**config.mk**
```make
export PLATFORM = sky130hd
export DESIGN_NAME = store_buffer
export DESIGN_NICKNAME = d
export VERILOG_FILES = /design/src/rtl/store_buffer.sv
export SDC_FILE = /design/constraint.sdc
export NUM_CORES = 1
export LEC_CHECK = 0
export ABC_CLOCK_PERIOD_IN_PS = 4200
export BUFFER_PORTS_ARGS = -buffer_cell sky130_fd_sc_hd__clkbuf_2
export CAP_MARGIN = 20
export CORE_MARGIN = 2
export CORE_UTILIZATION = 50
export DETAILED_ROUTE_END_ITERATION = 6
export GPL_TIMING_DRIVEN = 0
export PLACE_DENSITY = 0.76
export SLEW_MARGIN = 30
export SYNTH_ARGS = -nofsm -noshare
export SYNTH_HDL_FRONTEND = slang
export SYNTH_SLANG_ARGS = --single-unit
```
**constraint.sdc**
```tcl
create_clock -name clk -period 4.2 [get_ports clk]
set_clock_uncertainty 0.2 [all_clocks]
set_input_delay 0.63 -clock clk [delete_from_list [all_inputs] [get_ports clk]]
set_output_delay 0.63 -clock clk [all_outputs]
set_load 0.02 [all_outputs]
```
**src/rtl/store_buffer.sv**
```systemverilog
// store_buffer
//   Write-posting store buffer between the MEM stage and data_memory.
//   Up to DEPTH stores are queued in a circular FIFO and drained to memory
//   one per cycle whenever the memory port is not taken by a load. Loads
//   normally own the port; a load that hits a queued store is either served
//   from the buffer or stalled, depending on the build.
//
//   Build option:
//     STORE_BUF_FWD_EN  defined   -> the youngest matching entry forwards its
//                                    data to ld_data; stall only when full.
//                       undefined -> no forwarding; a matching load stalls while
//                                    the head drains, until no entry matches.
//
//   Ports:
//     clk, rst_n                      clock, async active-low reset
//     st_valid/st_addr/st_data        store request from MEM
//     st_ready                        store accepted this cycle (= !full)
//     ld_valid/ld_addr                load request from MEM
//     ld_data/ld_stall                load result / hold request
//     mem_write/mem_address/
//     mem_write_data/mem_read_data    data_memory port (combinational read)
//     count/empty/full                occupancy status (registered state only)
module store_buffer #(
    parameter int DEPTH  = 4,
    parameter int ADDR_W = 32,
    parameter int DATA_W = 32
) (
    input  logic                     clk,
    input  logic                     rst_n,
    input  logic                     st_valid,
    input  logic [ADDR_W-1:0]        st_addr,
    input  logic [DATA_W-1:0]        st_data,
    output logic                     st_ready,
    input  logic                     ld_valid,
    input  logic [ADDR_W-1:0]        ld_addr,
    output logic [DATA_W-1:0]        ld_data,
    output logic                     ld_stall,
    output logic                     mem_write,
    output logic [ADDR_W-1:0]        mem_address,
    output logic [DATA_W-1:0]        mem_write_data,
    input  logic [DATA_W-1:0]        mem_read_data,
    output logic [$clog2(DEPTH):0]   count,
    output logic                     empty,
    output logic                     full
);

    localparam int PW = $clog2(DEPTH);
    localparam int CW = PW + 1;

    logic [ADDR_W-1:0] addr_q [DEPTH];
    logic [DATA_W-1:0] data_q [DEPTH];
    logic [PW-1:0]     head_q;
    logic [PW-1:0]     tail_q;
    logic [CW-1:0]     count_q;

    logic hit;
    logic load_on_port;
    logic drain;
    logic push;

    assign count    = count_q;
    assign empty    = (count_q == '0);
    assign full     = (count_q == CW'(DEPTH));
    assign st_ready = !full;

`ifdef STORE_BUF_FWD_EN
    logic [DATA_W-1:0] fwd_data;

    // Walk from oldest to youngest so the last (youngest) match wins.
    always_comb begin
        hit      = 1'b0;
        fwd_data = '0;
        for (int k = 0; k < DEPTH; k++) begin
            if (CW'(k) < count_q && addr_q[PW'(head_q + PW'(k))] == ld_addr) begin
                hit      = 1'b1;
                fwd_data = data_q[PW'(head_q + PW'(k))];
            end
        end
    end

    assign ld_stall = ld_valid && full;
    assign ld_data  = hit ? fwd_data : mem_read_data;
`else
    always_comb begin
        hit = 1'b0;
        for (int k = 0; k < DEPTH; k++) begin
            if (CW'(k) < count_q && addr_q[PW'(head_q + PW'(k))] == ld_addr) begin
                hit = 1'b1;
            end
        end
    end

    // A matching load waits for the older stores to reach memory.
    assign ld_stall = ld_valid && (full || hit);
    assign ld_data  = mem_read_data;
`endif

    // A stalled load gives up the port, so the head drains in its place.
    assign load_on_port = ld_valid && !ld_stall;
    assign drain        = !empty && !load_on_port;
    // No push while full, even if the head drains the same cycle.
    assign push         = st_valid && !full;

    always_comb begin
        mem_write      = 1'b0;
        mem_address    = '0;
        mem_write_data = '0;
        if (drain) begin
            mem_write      = 1'b1;
            mem_address    = addr_q[head_q];
            mem_write_data = data_q[head_q];
        end else if (load_on_port) begin
            mem_address = ld_addr;
        end
    end

    always_ff @(posedge clk or negedge rst_n) begin
        if (!rst_n) begin
            head_q  <= '0;
            tail_q  <= '0;
            count_q <= '0;
        end else begin
            if (push) begin
                tail_q <= PW'(tail_q + 1'b1);
            end
            if (drain) begin
                head_q <= PW'(head_q + 1'b1);
            end
            case ({push, drain})
                2'b10:   count_q <= count_q + 1'b1;
                2'b01:   count_q <= count_q - 1'b1;
                default: count_q <= count_q;
            endcase
        end
    end

    // Entry storage needs no reset; occupancy is tracked by count_q alone.
    always_ff @(posedge clk) begin
        if (push) begin
            addr_q[tail_q] <= st_addr;
            data_q[tail_q] <= st_data;
        end
    end

endmodule
```
* Word-level counts from Yosys, hierarchy flattened
Memories as Yosys holds them, arrays and structs flattened. Index checks and enable logic that the tools add are counted.
Operators by class: reductions and logical operators 15, muxes and demuxes 11, add/sub/neg operators 6, eq/ne operators 7, $lt $le $gt $ge 4
Operator list (number):
- $eq A32 B32 Y1 | 4
- $mux W32 | 3
- $logic_and A1 B1 Y1 | 8
- $mux W1 | 7
- $lt A1 B3 Y1 const A | 2
- $lt A2 B3 Y1 const A | 2
- $pmux W3 S2 | 1
- $add A2 B1 Y2 const B | 2
- $add A2 B2 Y2 const B | 2
- $logic_not A1 Y1 | 4
- $add A3 B1 Y3 const B | 1
- $eq A3 B3 Y1 const B | 1
- $logic_not A3 Y1 | 1
- $sub A3 B1 Y3 const B | 1
- $eq A2 B1 Y1 const B | 1
- $eq A2 B2 Y1 const B | 1
- $reduce_bool A2 Y1 | 1
- $logic_or A1 B1 Y1 | 1
Word-level totals: RAM bits 256, input bits 132, memories 2, flip-flop bits (word level) 7, output and inout bits 104
Memories:
- addr_q | depth 4, width 32, rd ports 4, clocked after Yosys merged registers in 0, wr ports 1, line 50 | logic [ADDR_W-1:0] addr_q [DEPTH];
- data_q | depth 4, width 32, rd ports 1, clocked after Yosys merged registers in 0, wr ports 1, line 51 | logic [DATA_W-1:0] data_q [DEPTH];

* Logic depth before layout (Yosys ltp)
Gate-level depths: netlist (run 1). An unclocked memory read counts as a cell.
word-level depth 15, mapped depth 18

* Least setup slack after synthesis (run 1)
Ideal clock, no wire load.
path type register to output, start register count_q[1] (netlist: count[1]), end output mem_write_data[10], required time 3370 ps, data arrival time 3380 ps, buffers on the path 1, slack -10 ps, cell stages (with the launch flop) 12, path through dfrtp_1 -> inv_1 -> ha_1 -> o21bai_1 -> a32oi_1 -> or4b_1 -> or4_1 -> or4_4 -> o311ai_4 -> o31ai_2 -> clkbuf_1 -> nor2b_1
On the way: cells in the longest elaborated chain, start to end 13, elaborated cells between the ends (all ways) 22
Ends and longest elaborated chain:
- start: declaration | line 54 | logic [CW-1:0] count_q;
- start signal: assignment | line 130 | 2'b10: count_q <= count_q + 1'b1;
- start signal: assignment | line 131 | 2'b01: count_q <= count_q - 1'b1;
- start signal: assignment | line 132 | default: count_q <= count_q;
- $lt A1 B3 Y1 | line 87 | if (CW'(k) < count_q && addr_q[PW'(head_q + PW'(k))] == ld_addr) begin
- $logic_and A1 B1 Y1 | line 87
- $mux W1 (4 in series) | line 87
- $logic_or A1 B1 Y1 | line 94 | assign ld_stall = ld_valid && (full || hit);
- $logic_and A1 B1 Y1 | line 94
- $logic_not A1 Y1 | line 99 | assign load_on_port = ld_valid && !ld_stall;
- $logic_and A1 B1 Y1 | line 99
- $logic_not A1 Y1 | line 100 | assign drain = !empty && !load_on_port;
- $logic_and A1 B1 Y1 * | line 100
- $mux W32 * | line 108 | if (drain) begin
- end: declaration | line 40 | output logic [DATA_W-1:0] mem_write_data,
Every way passes the cells marked *; elsewhere a longest branch is shown, timed or not.

* Worst setup path after layout (run 1)
start register head_q[0], end output mem_address[28]
On the way: cells in the longest elaborated chain, start to end 14, elaborated cells between the ends (all ways) 24
Ends and longest elaborated chain:
- start: declaration | line 52 | logic [PW-1:0] head_q;
- start signal: assignment | line 127 | head_q <= PW'(head_q + 1'b1);
- $add A2 B1 Y2 or $mem_v2 Z4 W32 (tied branches)
- $mem_v2 Z4 W32 *
- $eq A32 B32 Y1 or $logic_and A1 B1 Y1 (tied branches) | line 87
- $logic_and A1 B1 Y1 or $mux W1 (tied branches) | line 87
- $mux W1 (3 in series) | line 87
- $logic_or A1 B1 Y1 | line 94
- $logic_and A1 B1 Y1 | line 94
- $logic_not A1 Y1 | line 99
- $logic_and A1 B1 Y1 | line 99
- $logic_not A1 Y1 | line 100
- $logic_and A1 B1 Y1 | line 100
- $mux W32 * | line 108
- end: declaration | line 39 | output logic [ADDR_W-1:0] mem_address,
Marked as above.

==> results of run 1 <==
## cells in the final DEF (no fill, tap or decap), drive strengths merged, types with 10 or more instances in the layout
cell type / synthesis / final
and3: 10 / 10
mux2i: 139 / 139
nor2: 30 / 30
xor2: 41 / 41
clkinv: 0 / 13
nor4: 16 / 16
nor3: 11 / 11
inv: 19 / 19
nand4: 15 / 15
buf: 76 / 168
nor2b: 41 / 41
edfxtp: 256 / 256
mux2: 70 / 70
mux4: 73 / 73
o21ai: 12 / 12
nand2: 24 / 24
clkbuf: 33 / 206
xnor2: 80 / 80
## cell type report
type | instances | area, um2 | share of cell area [%]
Buffer | 109 | 1000 | 5.23
Inverter | 19 | 83.8 | 0.438
Multi-Input combinational cell | 635 | 6920 | 36.2
Timing Repair Buffer | 235 | 1890 | 9.88
Antenna cell | 1 | 2.50 | 0.0131
Clock inverter | 18 | 186 | 0.975
Tap cell | 390 | 488 | 2.55
Clock buffer | 31 | 691 | 3.61
Sequential cell | 263 | 7870 | 41.1
## logic make-up (layout without fill, tap and decap cells)
group / count (synthesis) / in the layout
compound gates: 62 / 63
xor+xnor: 121 / 121
fa+ha+maj: 9 / 9
buf+inv: 128 / 412
flops: 263 / 263
mux: 282 / 282
other cells: 0 / 1
simple gates: 160 / 160
## what timing repair did
action	in CTS	in global routing
gates cloned	4	4
hold endpoints to repair	7	0
gates resized for setup	225	99
pin swaps	14	14
buffers inserted	27	22
hold buffers	1	0
setup endpoints to repair	71	69
## power groups by stage
| stage | clock network, W | logic, W | registers (W) |
|---|---|---|---|
| finish | 0.00241 | 0.00918 | 0.00373 |
| global route | 0.00252 | 0.00951 | 0.00377 |
| CTS | 0.00243 | 0.00847 | 0.00372 |
| detailed placement | 0 | 0.00724 | 0.00378 |
| global placement | 0 | 0.00711 | 0.00381 |
| floorplan | 0 | 0.00501 | 0.00373 |
## cell usage after synthesis, drive strengths merged, types with 8 or more instances
master | count | area [um2]
nor2 | 30 | 113
mux4 | 73 | 1640
o22ai | 8 | 56.3
nor4 | 16 | 100
xnor2 | 80 | 701
clkbuf | 33 | 124
mux2 | 70 | 890
nand2 | 24 | 90.1
edfxtp | 256 | 7690
buf | 76 | 527
inv | 19 | 71.3
and3 | 10 | 62.6
mux2i | 139 | 1390
o21ai | 12 | 60.1
nor2b | 41 | 257
nand4 | 15 | 93.8
nor3 | 11 | 66.3
xor2 | 41 | 359
ha | 9 | 113
## state kept, by name, summed over array words and instances, names as in the netlist
| register | flops |
|---|---|
| addr_q | 128 |
| count | 3 |
| data_q | 128 |
| tail_q | 2 |
| head_q | 2 |
## stage by stage
stage / setup TNS [ns] / area, um2 / hold slack, ns / power (W) / cells
after global routing: -64.12 / 19100 / 0.0711 / 0.0158 / 1700
final: -61.47 / 19100 / 0.0686 / 0.0153 / 1701
after CTS: -52.58 / 18700 / 0.0607 / 0.0146 / 1681
after floorplan: -0.193 / 15100 / 0.134 / 0.00875 / 1025
after global placement: -180.85 / 16400 / 0.279 / 0.0109 / 1594
after detailed placement: -78.84 / 16600 / 0.282 / 0.0110 / 1600
## path summary, 6_finish.rpt
| kind | start | endpoint | slack [ns] |
|---|---|---|---|
| setup / recovery | head_q[0]$_DFFE_PN0P_ | mem_address[28] | -0.98 |
| hold / removal | st_addr[7] | addr_q[2][7]$_DFFE_PP_ | 0.07 |
| setup reg to reg | head_q[0]$_DFFE_PN0P_ | count[2]$_DFFE_PN0P_ | -0.22 |
| hold reg to reg | tail_q[0]$_DFFE_PN0P_ | tail_q[0]$_DFFE_PN0P_ | 0.35 |
| max in group asynchronous | rst_n | count[1]$_DFFE_PN0P_ | 3.36 |
| min in group asynchronous | rst_n | head_q[1]$_DFFE_PN0P_ | 0.24 |
## routing by layer
metal | wire [um] | up-vias
met4 | 2260 | 4
li1 | - | 4471
met1 | 17400 | 5266
met5 | 61 | -
met3 | 5240 | 142
met2 | 22400 | 690
==> qor.yml, run 1 <==
outcome: "finished, violations left"
violations: "negative setup slack"
die-area_um2: 31500
synth_xor_area_share_pct: 7.04
antenna_left: 0
num_io_pins: 236
dp_slack_ns: -1.39
end_kind: "output port"
cts_tree: "done"
busiest_layer: "met2"
cts.clk_slew.worst_paths_ns: 0.06
p_sw_w: 0.00612
tightest_slew_ns: 0.974
drt-initial-drc-count: 1120
utilization_pct: 64.5
fin_crit_ns: 5.18
rsz0062_at_grt: "yes"
antenna_found_initial: 1
cp_max_fo: 10
synth-simple-area-share_pct: 5.83
start_util_pct: 50.8
leakagePower_nw: 7.36
ir_drop_v: 0.000522
hpwlAfterDp_um: 32600
intPower_w: 0.00920
cts.sinks: 263
overflow: 0
cp_common_cell: "buf_12"
synthAdderAreaFrac_pct: 0.748
synth_top_flop_cell: "edfxtp_1"
grt_use_met1_pct: 37.6
p_clk_share_pct: 15.7
crit_slowest_cell: "or4_4"
synth_top_family_by_area: "multiplexers"
cts_buffer_depth: 3
route.detailed.drc: 0
cts_made_buffers: 27
crit_required_ns: 3.37
drive_above_1_share_pct: 42.8
worstPathCellList: "buf_12, buf_12, buf_4, mux4_2, xor2_1, nor4_1, nand2_1, or4_4, o311ai_4, buf_6, nor3_4, buf_12, mux2_4, clkbuf_2"
min_period_over_period_pct: 123
maxCapViolCount: 0
grt_use_met2_pct: 47.7
routed_wl_um: 47400
gp_congestion: 0.961
yosysSeqAreaShare_pct: 52.2
synth_area_per_cell_um2: 14.7
path_class: "register to output port"
die_h_um: 178
grt_pass1_vias: 10377
hold_depth: 1
h-tree-depth: 1
firstDrtPassIters: 6
grt_max_degree: 37
setup_ws_ns: -0.985
synth-edff-count: 256
p_comb_share_pct: 59.9
core_area_um2: 29600
io_buffers: 179
slew_headroom_pct: 34.2
synthMuxAreaShare_pct: 26.1
hold_viol: 0
path_buf_inv: 6
p_sw_share_pct: 40.0
fill_cells: 2193
clk-insertion-delay-late_ns: 0.58
syn-num-nets: 1166
yosysUniqueCellTypes: 58
cts_root_buffer: "clkbuf_16"
syn_inst: 1025
ys_ff_latch: 263
avgViaCountPerCell: 6.22
ys_warn_count: 0
area_growth_pct: 27.0
reg2regPathDepth: 19
max_stage_delay_ns: 0.59
async_reset_ff_share_pct: 2.66
fmax_mhz: 193
critPathLaunchType: "register"
grt_pass1_wl_um: 66600
synth-compound-area-share_pct: 3.33
num-nets-final: 1431
cp_data_arrival_time_ns: 4.35
p_seq_share_pct: 24.4
num_vias: 10573
grt_use_met3_pct: 7.05
powerDensity_nw_per_um2: 801
synthesis.area_um2: 15100
finalSetupViolations: 69
hp-class: "input port to register"
critical_path.top_delay_family: "simple AND/OR/NAND/NOR gates"
die_w_um: 178
avgRoutedWirePerCell_um: 27.8
cp_num_cells: 14
row_count: 63
maxSlewViolCount: 0
grt_usage_pct: 29.3
No activity file was read; power rests on OpenSTA's default activity.
==> inputs of run 2 (changes only) <==
Settings changed: CORE_ASPECT_RATIO set to 1.25.
==> run 2 against run 1 <==
Compared with the run above:
- the flow finishes with violations (design-rule violations, negative setup slack)
- global-route usage is 0.61 points higher
- critical path depth is 1 higher
- power is 1.9% higher
- sequential power hardly changed
- wire length is 1.0% higher
- core utilization is 0.18 points higher
- critical path type unchanged
==> qor.yml, run 2 (synthesis gave the netlist of run 1 again) <==
row_count: 71  # was 63
core_area_um2: 29800  # was 29600 um2
die_w_um: 159  # was 178 um
fmax_mhz: 197  # was 193 MHz
fin_crit_ns: 5.08  # was 5.18 ns
powerDensity_nw_per_um2: 808  # was 801 nW/um2
drt-initial-drc-count: 769  # was 1120
critPathLaunchType: "register"  # unchanged
firstDrtPassIters: 7  # was 6
die_h_um: 198  # was 178 um
critPathCapture: "mem_address[18]"  # was mem_address[28]
cts_root_buffer: "clkbuf_16"  # unchanged
num_vias: 10224  # was 10.6k
crit_required_ns: 3.37  # about the same
hp-class: "input port to register"  # unchanged
r2r_setup_slack_ns: -0.19  # was -0.22 ns
finalSetupViolations: 68  # was 69
grt_usage_pct: 29.9  # was 29.3%
grt_pass1_wl_um: 68500  # was 66600 um
avgViaCountPerCell: 6.02  # was 6.22
antenna_found_initial: 1  # unchanged
place_inst: 1610  # was 1600
cts.sinks: 263  # unchanged
gp_congestion: 0.998  # was 0.961
area_growth_pct: 28.3  # was 27.0%
cts_tree: "done"  # unchanged
clk-insertion-delay-late_ns: 0.55  # was 0.58 ns
tightest_slew_ns: 0.966  # was 0.974 ns
startpoint: "head_q[1]$_DFFE_PN0P_"  # was head_q[0]$_DFFE_PN0P_
p_total_w: 0.0156  # was 0.0153 W
utilization_pct: 64.7  # was 64.5%
hold_viol: 0  # unchanged
min_period_over_period_pct: 121  # was 123%
register_area_um2: 7870  # unchanged
violations: "design-rule violations, negative setup slack"  # was negative setup slack
hpwlAfterDp_um: 34100  # was 32600 um
dp_slack_ns: -1.47  # was -1.39 ns
num_io_pins: 236  # unchanged
ir_drop_v: 0.000590  # was 0.000522 V
die-area_um2: 31500  # about the same
drive_above_1_share_pct: 44.5  # was 42.8%
reg2regPathDepth: 20  # was 19
routed_wl_um: 47800  # was 47400 um
grt_pass1_vias: 10412  # about the same
stdcell_count: 1699  # was 1701
slew_headroom_pct: 35.6  # was 34.2%
r2r_end: "count[2]$_DFFE_PN0P_"  # unchanged
fin_setup_tns_ns: -53.87  # was -61.47 ns
grt_max_degree: 38  # was 37
rsz0062_at_grt: "yes"  # unchanged
overflow: 0  # unchanged
layout.cells.most_common_list: "edfxtp_1, clkbuf_2, mux2i_1"  # unchanged
h-tree-depth: 1  # unchanged
n_antenna_cell: 0  # was 1
antenna_left: 0  # unchanged
final_common_cell: "edfxtp_1"  # unchanged
leakagePower_nw: 7.35  # was 7.36 nW
io_buffers: 179  # unchanged
cp_max_fo: 10  # unchanged
setup_ws_ns: -0.877  # was -0.985 ns
maxCapViolCount: 0  # unchanged
route.detailed.drc: 7  # was 0
end_kind: "output port"  # unchanged
maxSlewViolCount: 0  # unchanged
path_class: "register to output port"  # unchanged
fill_cells: 2167  # was 2193
cts.clk_slew.worst_paths_ns: 0.06  # about the same
num-nets-final: 1419  # was 1431
cts_made_buffers: 26  # was 27
reg2reg_from: "head_q[1]$_DFFE_PN0P_"  # was head_q[0]$_DFFE_PN0P_
avgRoutedWirePerCell_um: 28.2  # was 27.8 um
cp_data_arrival_time_ns: 4.25  # was 4.35 ns
outcome: "finished, violations left"  # unchanged
multi_input_area_um2: 7150  # was 6920 um2
start_util_pct: 50.5  # was 50.8%
cts_buffer_depth: 3  # unchanged
run 2: changes by cell type in the layout (fill, tap and decap cells not counted), moves of 3 or more:
cell and change:
buf_2 -4, buf_6 +13, nor2b_1 -7, nor2b_4 +7, buf_4 -13, clkbuf_16 -8, xor2_1 -3, buf_16 +5
mux2i_2 +3, mux2i_4 +7, mux2i_1 -10, xor2_2 +3, clkinv_2 -3
run 2: what timing repair did:
item	4_1_cts	5_1_grt
pin swaps	19	17
hold buffers	1	0
resized for setup	252	143
hold endpoints to repair	7	0
gates cloned	6	0
buffers inserted	25	10
endpoints found under the setup margin	71	69
run 2: metrics by stage:
stage               hold slack [ns]  instance area [um2]
finish                       0.0963                19300
global route                 0.0877                19300
CTS                          0.0777                18800
detailed placement            0.283                16600
global placement              0.281                16500
floorplan                     0.134                15100
run 2: layout make-up:
| class | instances | area share [%] |
|---|---|---|
| buffer | 109 | 5.32 |
| multi-input combinational | 634 | 37.0 |
| inverter | 19 | 0.434 |
| sequential | 263 | 40.7 |
| timing repair buffer | 225 | 9.35 |
| clock inverter | 18 | 1.04 |
| tap | 401 | 2.60 |
| clock buffer | 30 | 3.56 |
run 2: worst max-delay path: stages (launching register included):
cell and delay [ns]:
dfrtp_1 0.36, buf_6 0.16, buf_12 0.15, buf_16 0.16, buf_8 0.20, buf_12 0.19
mux2i_2 0.27, nor3_1 0.09, a21oi_2 0.26, nand4_1 0.16, or4_4 0.57, o22ai_4 0.32
nor3_4 0.12, buf_12 0.19, mux2_4 0.31, clkbuf_2 0.16
run 2: report_power, final:
part | internal [W] | switching, W
clock | 0.00142 | 0.000995
sequential | 0.00348 | 0.000256
combinational | 0.00447 | 0.00499
total | 0.00937 | 0.00624
run 2: how the worst min path moves through the flow:
stage / start / to / cells after the start
after floorplan: rst_n / count[0]$_DFFE_PN0P_ / 0
after global placement: rst_n / tail_q[1]$_DFFE_PN0P_ / 1
after global routing: st_data[3] / data_q[3][3]$_DFFE_PP_ / 1
after detailed placement: rst_n / tail_q[0]$_DFFE_PN0P_ / 1
after CTS: st_addr[22] / addr_q[1][22]$_DFFE_PP_ / 1
final: st_data[12] / data_q[0][12]$_DFFE_PP_ / 1
run 2: routing by layer:
metal	vias to the layer above	part of all wire [%]	track usage, %
li1	4437	-	-
met1	5095	36	35.3
met2	555	50	51.9
met3	135	8.0	6.43
met4	2	6.0	15.2
met5	-	0.027	0
==> inputs of run 3 (changes only) <==
Settings changed: ABC_CLOCK_PERIOD_IN_PS 4200 to 5700.
Clock period 4.2 ns to 5.7 ns, I/O delays scaled along.
==> run 3 against run 2 <==
Compared with the run above:
- the flow now finishes without violations
- power decreased by 35%
- die area unchanged
- critical path depth unchanged
- via count shrank 2.0%
- final cell count is 2.3% lower
- sequential cell count did not move
- register-to-register slack improved by 1.2 ns
- cell area decreased by 8.1%
- highest routed layer unchanged
- critical endpoint unchanged
- wire length fell by 3.6%
==> qor.yml, run 3 (synthesis gave the netlist of run 1 again) <==
tightest_slew_ns: 0.958  # was 0.966 ns
die_h_um: 198  # unchanged
leakagePower_nw: 6.74  # was 7.35 nW
slew_headroom_pct: 36.1  # was 35.6%
end_kind: "output port"  # unchanged
crit_slowest_cell: "or4_1"  # was or4_4
row_count: 71  # unchanged
io_buffers: 179  # unchanged
grt_max_degree: 38  # unchanged
layout.cells.most_common_list: "edfxtp_1, clkbuf_2, mux2i_1"  # unchanged
die_w_um: 159  # unchanged
critical_path.top_delay_family: "buffers and inverters"  # unchanged
drive_above_1_share_pct: 36.9  # was 44.5%
startpoint: "head_q[1]$_DFFE_PN0P_"  # unchanged
start_util_pct: 50.5  # unchanged
drt-initial-drc-count: 878  # was 769
finalSetupViolations: 0  # was 68
grt_pass1_vias: 10143  # was 10.4k
routed_wl_um: 46100  # was 47800 um
fin_crit_ns: 5.64
cp_max_fo: 10  # unchanged
antenna_found_initial: 1  # unchanged
min_period_over_period_pct: 99.0
overflow: 0  # unchanged
avgRoutedWirePerCell_um: 27.8  # was 28.2 um
cts.clk_slew.worst_paths_ns: 0.06  # about the same
worstPathCellList: "buf_4, buf_6, buf_4, buf_4, mux2i_1, mux2i_1, xnor2_1, nand4_1, or4_1, o22ai_4, buf_12, nor3_4, buf_6, mux2_4, clkbuf_2"  # was buf_6, buf_12, buf_16, buf_8, buf_12, mux2i_2, nor3_1, a21oi_2, nand4_1, or4_4, o22ai_4, nor3_4, buf_12, mux2_4, clkbuf_2
die-area_um2: 31500  # unchanged
cts_tree: "done"  # unchanged
p_total_w: 0.0102  # was 0.0156 W
cts_buffer_depth: 3  # unchanged
path_buf_inv: 7  # unchanged
cts_made_buffers: 26  # unchanged
hp-class: "input port to register"  # unchanged
num-nets-final: 1380  # was 1419
gp_congestion: 0.998  # unchanged
clk-insertion-delay-late_ns: 0.55  # about the same
path_class: "register to output port"  # unchanged
num_vias: 10023  # was 10.2k
fill_cells: 2367  # was 2167
grt_pass1_wl_um: 66600  # was 68500 um
crit_required_ns: 4.64  # was 3.37 ns
utilization_pct: 59.5  # was 64.7%
max_stage_delay_ns: 0.60  # was 0.57 ns
powerDensity_nw_per_um2: 573  # was 808 nW/um2
maxSlewViolCount: 0  # unchanged
rsz0062_at_grt: "no"  # was yes
r2r_setup_slack_ns: 1.02  # was -0.19 ns
worstHoldStart: "st_data[12]"  # unchanged
maxCapViolCount: 0  # unchanged
ir_drop_v: 0.000377  # was 0.000590 V
grt_usage_pct: 29.0  # was 29.9%
n_antenna_cell: 0  # unchanged
antenna_left: 0  # unchanged
firstDrtPassIters: 6  # was 7
final_common_cell: "edfxtp_1"  # unchanged
h-tree-depth: 1  # unchanged
outcome: "finished, final reports clean"  # was finished, violations left
core_area_um2: 29800  # unchanged
route.detailed.drc: 0  # was 7
hold_viol: 0  # unchanged
avgViaCountPerCell: 6.04  # was 6.02
cp_common_cell: "buf_4"  # was buf_12
hpwlAfterDp_um: 34100  # unchanged
reg2reg_from: "head_q[1]$_DFFE_PN0P_"  # unchanged
cts_root_buffer: "clkbuf_16"  # unchanged
cp_data_arrival_time_ns: 4.59  # was 4.25 ns
cts.sinks: 263  # unchanged
critPathLaunchType: "register"  # unchanged
area_growth_pct: 17.9  # was 28.3%
fmax_mhz: 177
num_io_pins: 236  # unchanged
run 3: repair_timing:
action,CTS,global route
pin swaps,3,5
hold buffers,1,0
buffers inserted,0,1
endpoints found under the hold margin,7,0
setup endpoints to repair,65,56
resized for setup,46,16
run 3: layout make-up:
class,instances,area [um2],share of cell area (%)
Sequential cell,263,7860,44.3
Tap cell,401,502,2.82
Clock inverter,18,201,1.13
Clock buffer,30,687,3.87
Buffer,109,769,4.33
Inverter,19,71.3,0.402
Timing Repair Buffer,186,1040,5.86
Multi-Input combinational cell,634,6630,37.3
run 3: final timing paths:
path                                           end  depth (start not counted)
max                                mem_address[18]                         15
min                        data_q[0][12]$_DFFE_PP_                          1
max reg2reg                   count[2]$_DFFE_PN0P_                         16
min reg2reg                  tail_q[0]$_DFFE_PN0P_                          1
max in group asynchronous    head_q[0]$_DFFE_PN0P_                          2
min in group asynchronous     count[2]$_DFFE_PN0P_                          2
run 3: layer usage:
metal	vias up	global-route usage, %	routed length [um]
met2	510	50.7	23100
met4	2	13.7	2450
met5	-	0	13
met3	120	5.61	3470
li1	4360	-	-
met1	5031	34.7	17100
run 3: power by group:
group | leakage, nW | internal, W | switching, W
Sequential | 2.43 | 0.00256 | 0.000182
Clock | 0.423 | 0.00105 | 0.000726
Combinational | 3.89 | 0.00235 | 0.00332
run 3: through the flow:
step | instances | setup WS (ns) | TNS, ns | area [um2] | hold slack, ns
floorplan | 1025 | 1.09 | 0 | 15100 | 0.298
global route | 1660 | 0.00753 | 0 | 17800 | 0.313
global placement | 1605 | -0.232 | -3.77 | 16500 | 0.320
CTS | 1659 | 0.0155 | 0 | 17700 | 0.303
finish | 1660 | 0.0590 | 0 | 17800 | 0.323
detailed placement | 1610 | -0.199 | -3.18 | 16600 | 0.343
